<file path="src/rtl/buyruk_kuyrugu.sv">
// buyruk_kuyrugu
// In-order issue queue for ADD/MUL register instructions feeding the
// yurutucu executor. The loader writes a program, the last instruction
// marked with yaz_son; the queue then refuses further writes, drains,
// and raises bitir once the final instruction has been issued.
//
// Ports
//   saat         clock, rising edge
//   sifirla      asynchronous active-high reset
//   yaz_gecerli  loader offers an instruction
//   yaz_hazir    queue accepts the offered instruction at this edge
//   yaz_islem    offered op (1 = ADD, 0 = MUL)
//   yaz_hy       offered destination register
//   yaz_ky1      offered source register 1
//   yaz_ky2      offered source register 2
//   yaz_son      offered instruction ends the program
//   durdur       executor stall, head is not consumed
//   gecerli      head instruction is presented
//   islem/hy/ky1/ky2  head fields, forced to 0 when gecerli=0
//   bitir        program sealed and fully issued (sticky)
//   doluluk      occupancy, 0..DERINLIK
//
// state   | meaning
// --------+---------------------------------------------------
// DOLDUR  | accepting instructions while not full
// MUHURLU | last instruction received, draining, writes refused
// BITTI   | everything issued, bitir held until reset

module buyruk_kuyrugu #(
    parameter int DERINLIK = 8
) (
    input  logic                      saat,
    input  logic                      sifirla,
    input  logic                      yaz_gecerli,
    output logic                      yaz_hazir,
    input  logic                      yaz_islem,
    input  logic [1:0]                yaz_hy,
    input  logic [1:0]                yaz_ky1,
    input  logic [1:0]                yaz_ky2,
    input  logic                      yaz_son,
    input  logic                      durdur,
    output logic                      gecerli,
    output logic                      islem,
    output logic [1:0]                hy,
    output logic [1:0]                ky1,
    output logic [1:0]                ky2,
    output logic                      bitir,
    output logic [$clog2(DERINLIK):0] doluluk
);

    localparam int PW = $clog2(DERINLIK);
    localparam logic [PW:0] DOLU = (PW+1)'(DERINLIK);
    localparam logic [PW:0] BIR  = (PW+1)'(1);

    typedef enum logic [1:0] {
        DOLDUR  = 2'd0,
        MUHURLU = 2'd1,
        BITTI   = 2'd2
    } durum_t;

    durum_t durum, durum_sonraki;

    logic [6:0]    mem [DERINLIK];
    logic [PW-1:0] wr_ptr;
    logic [PW-1:0] rd_ptr;
    logic          push;
    logic          pop;
    logic [6:0]    bas;

    assign gecerli = (doluluk != '0);
    assign push    = yaz_gecerli && yaz_hazir;
    assign pop     = gecerli && !durdur;

    // Head fields come straight from storage; gating keeps them at zero
    // whenever the queue is empty, including the stale data after reset.
    assign bas                  = gecerli ? mem[rd_ptr] : 7'd0;
    assign {islem, hy, ky1, ky2} = bas;

    always_ff @(posedge saat or posedge sifirla) begin
        if (sifirla) begin
            durum <= DOLDUR;
        end else begin
            durum <= durum_sonraki;
        end
    end

    // yaz_hazir is a function of registered state only; the next-state
    // logic repeats the full test rather than reading push so no path
    // runs from yaz_gecerli back into yaz_hazir.
    always_comb begin
        durum_sonraki = durum;
        yaz_hazir     = 1'b0;
        bitir         = 1'b0;
        case (durum)
            DOLDUR: begin
                yaz_hazir = (doluluk != DOLU);
                if (yaz_gecerli && (doluluk != DOLU) && yaz_son) begin
                    durum_sonraki = MUHURLU;
                end
            end
            MUHURLU: begin
                if (pop && (doluluk == BIR)) begin
                    durum_sonraki = BITTI;
                end
            end
            BITTI: begin
                bitir = 1'b1;
            end
            default: begin
                durum_sonraki = DOLDUR;
            end
        endcase
    end

    always_ff @(posedge saat or posedge sifirla) begin
        if (sifirla) begin
            wr_ptr  <= '0;
            rd_ptr  <= '0;
            doluluk <= '0;
        end else begin
            if (push) begin
                wr_ptr <= wr_ptr + 1'b1;
            end
            if (pop) begin
                rd_ptr <= rd_ptr + 1'b1;
            end
            case ({push, pop})
                2'b10:   doluluk <= doluluk + 1'b1;
                2'b01:   doluluk <= doluluk - 1'b1;
                default: doluluk <= doluluk;
            endcase
        end
    end

    // Storage needs no reset: gecerli masks anything not written since.
    always_ff @(posedge saat) begin
        if (push) begin
            mem[wr_ptr] <= {yaz_islem, yaz_hy, yaz_ky1, yaz_ky2};
        end
    end

endmodule

</file>
<file path="config.mk">
export PLATFORM = sky130hd
export DESIGN_NAME = buyruk_kuyrugu
export DESIGN_NICKNAME = d
export VERILOG_FILES = /design/src/rtl/buyruk_kuyrugu.sv
export SDC_FILE = /design/constraint.sdc
export NUM_CORES = 1
export LEC_CHECK = 0
export CORE_UTILIZATION = 56
export CTS_CLUSTER_SIZE = 30
export DETAILED_ROUTE_END_ITERATION = 7
export PLACE_DENSITY = 0.8
export REMOVE_ABC_BUFFERS = 1
export SLEW_MARGIN = 25
export SYNTH_ARGS = -nofsm -noshare
export SYNTH_HDL_FRONTEND = slang
export SYNTH_SLANG_ARGS = --single-unit
</file>
<file path="constraint.sdc">
create_clock -name saat -period 2.6 [get_ports saat]
set_input_delay 0.39 -clock saat [delete_from_list [all_inputs] [get_ports saat]]
set_output_delay 0.39 -clock saat [all_outputs]
set_load 0.1 [all_outputs]
</file>
==> qor.csv <==
metric;value;unit
first_iter_violations;177;
setup_viol;0;
r2r_start;doluluk[0];
grt_max_degree;31;
crit_arrival;2.68;ns
finalHoldViolCount;0;
clkLatencyLatePin;0.34;ns
maxSlewViolCount;0;
critPathLaunch;doluluk[0];
grt_pass1_vias;1726;
viasPerCell;5.75;
synth-main-ff-cell;edfxtp_1;
start_util;0.594;
drt.antenna.violating_nets;0;
worstPathMaxFanout;7;
antenna_found_initial;0;
synth_edf_count;56;
core.rowCount;25;
synth_area_leaders;edfxtp_1, dfrtp_1, mux2i_1;
cp.required;2.86;ns
grt_pass1_wl;8.63;mm
grt.total_usage;0.234;
die_h;73.5;um
ys.warnings.count;0;
cts_buffers;9;
cts-hold-fix-buffers;0;
run_status;completed;
area_delta_synth_final;22.5;%
wl_per_cell;18.6;um
syn_area_per_cell;15.8;um2
ys_types;30;
tns;0;ns
die_x;73.5;um
clk_pin_slew;0.07;ns
cts_max_level;3;
clock_sinks;68;
synth-seq-cells;68;
crit_type;reg2reg;
routed-via-count;1696;
synth.top_cell.area_share;0.588;
hpwlAfterDp;3.58;mm
postCtsSetupBuffers;0;
io-pin-count;26;
nFillCells;323;
synthArstFlopShare;0.176;
drv_cap;0;
die_area;5400;um2
period_needed;2.42;ns
num-nets-final;241;
max_freq;414;MHz
gp_congestion;0.864;
hold_class;in2async;
rsz0062_at_grt;no;
crit_path_end_kind;flip-flop;
numPortBuffers;25;
drive_gt1_frac;0.189;
slew_headroom;0.556;
skew;0.00627;ns
syn_inst;181;
cp-start-kind;flip-flop;
antenna_cells;0;
final_cell_mix;edfxtp_1, mux2i_1, buf_4;
grt_overflow;0;
synth_area;2860;um2
dr.pass1.iters;4;
yosysSeqAreaShare;0.693;
cts_tree;built;
clk_path_buf_depth;2;
worst_slew_pin_slew;0.664;ns
drt_wl_total;5.48;mm
min_period_over_period;0.929;
coreArea;4820;um2
cts-root-buf;clkbuf_8;
yosys.area.top_type;edfxtp_1;
drc;0;
hold_slack;0.362;ns
final_common_cell;edfxtp_1;
==> flip-flops by register name, summed over array words and instances, names as in the netlist <==
name,cells
mem,56
doluluk,4
rd_ptr,3
wr_ptr,3
durum,2
==> layout make-up <==
class                   instances  area [um2]  area share
flip-flops and latches         68        1980       0.566
multi-input cells             104         837       0.239
repair buffers                 36         398       0.114
clock buffers                  13         149      0.0425
well taps                      67        83.8      0.0239
clock inverters                 3        40.0      0.0114
inverters                       4        15.0     0.00428
==> routing by layer <==
metal  global-route usage  part of all wire  up-vias
li1                     -                 -      782
met1                0.281              0.42      850
met2                0.386              0.50       52
met3               0.0480             0.056       12
met4                0.145             0.018        0
met5                    0                 0        -
==> stage by stage <==
step	utilization	instances	setup WS, ns	cell area [um2]
floorplan	-	176	-1.54	2830
global placement	0.687	279	0.350	3310
detailed placement	0.687	279	0.232	3310
CTS	0.726	295	0.105	3500
global route	0.728	295	0.0184	3500
finish	0.728	295	0.185	3500
==> synthesized netlist by cell type, types with 4 or more instances <==
master,n
a22oi_1,14
and3_1,7
dfrtp_1,12
edfxtp_1,56
ha_1,6
inv_1,4
mux2i_1,29
nand2b_1,4
nor2_1,6
nor2b_1,4
nor3_1,4
xnor2_1,4
xor2_1,4
==> final timing paths <==
check,to,slack (ns),cells after the start
setup / recovery,doluluk[3],0.18,8
hold / removal,durum[0],0.36,2
setup reg to reg,doluluk[3],0.18,8
hold reg to reg,rd_ptr[2],0.56,1
max in group asynchronous,rd_ptr[2],1.92,2
min in group saat,rd_ptr[2],0.56,1
==> repair_timing <==
item	CTS	global route
endpoints found under the hold margin	0	0
endpoints found under the setup margin	0	7
gates resized for setup	0	1
==> cell families (layout without fill, tap and decap cells) <==
family          Yosys count  in the layout  share of synthesized area
fa+ha+maj                 6              6                     0.0262
simple gates             41             41                     0.0849
compound gates           18             18                     0.0459
buf+inv                   9             56                     0.0162
mux                      31             31                      0.109
xor+xnor                  8              8                     0.0245
flops                    68             68                      0.693
==> critical path, stage by stage (launching register included) <==
cell and delay (ns):
dfrtp_1 0.48, inv_1 0.08, ha_1 0.25, nor3b_2 0.18, nor2_1 0.25, ha_1 0.32, or4b_1 0.49, a21oi_2 0.15
xor2_1 0.14
Power is left out: the tool's default activity adds up to more than one toggle a clock period on the data nets, which glitch-free logic cannot reach.
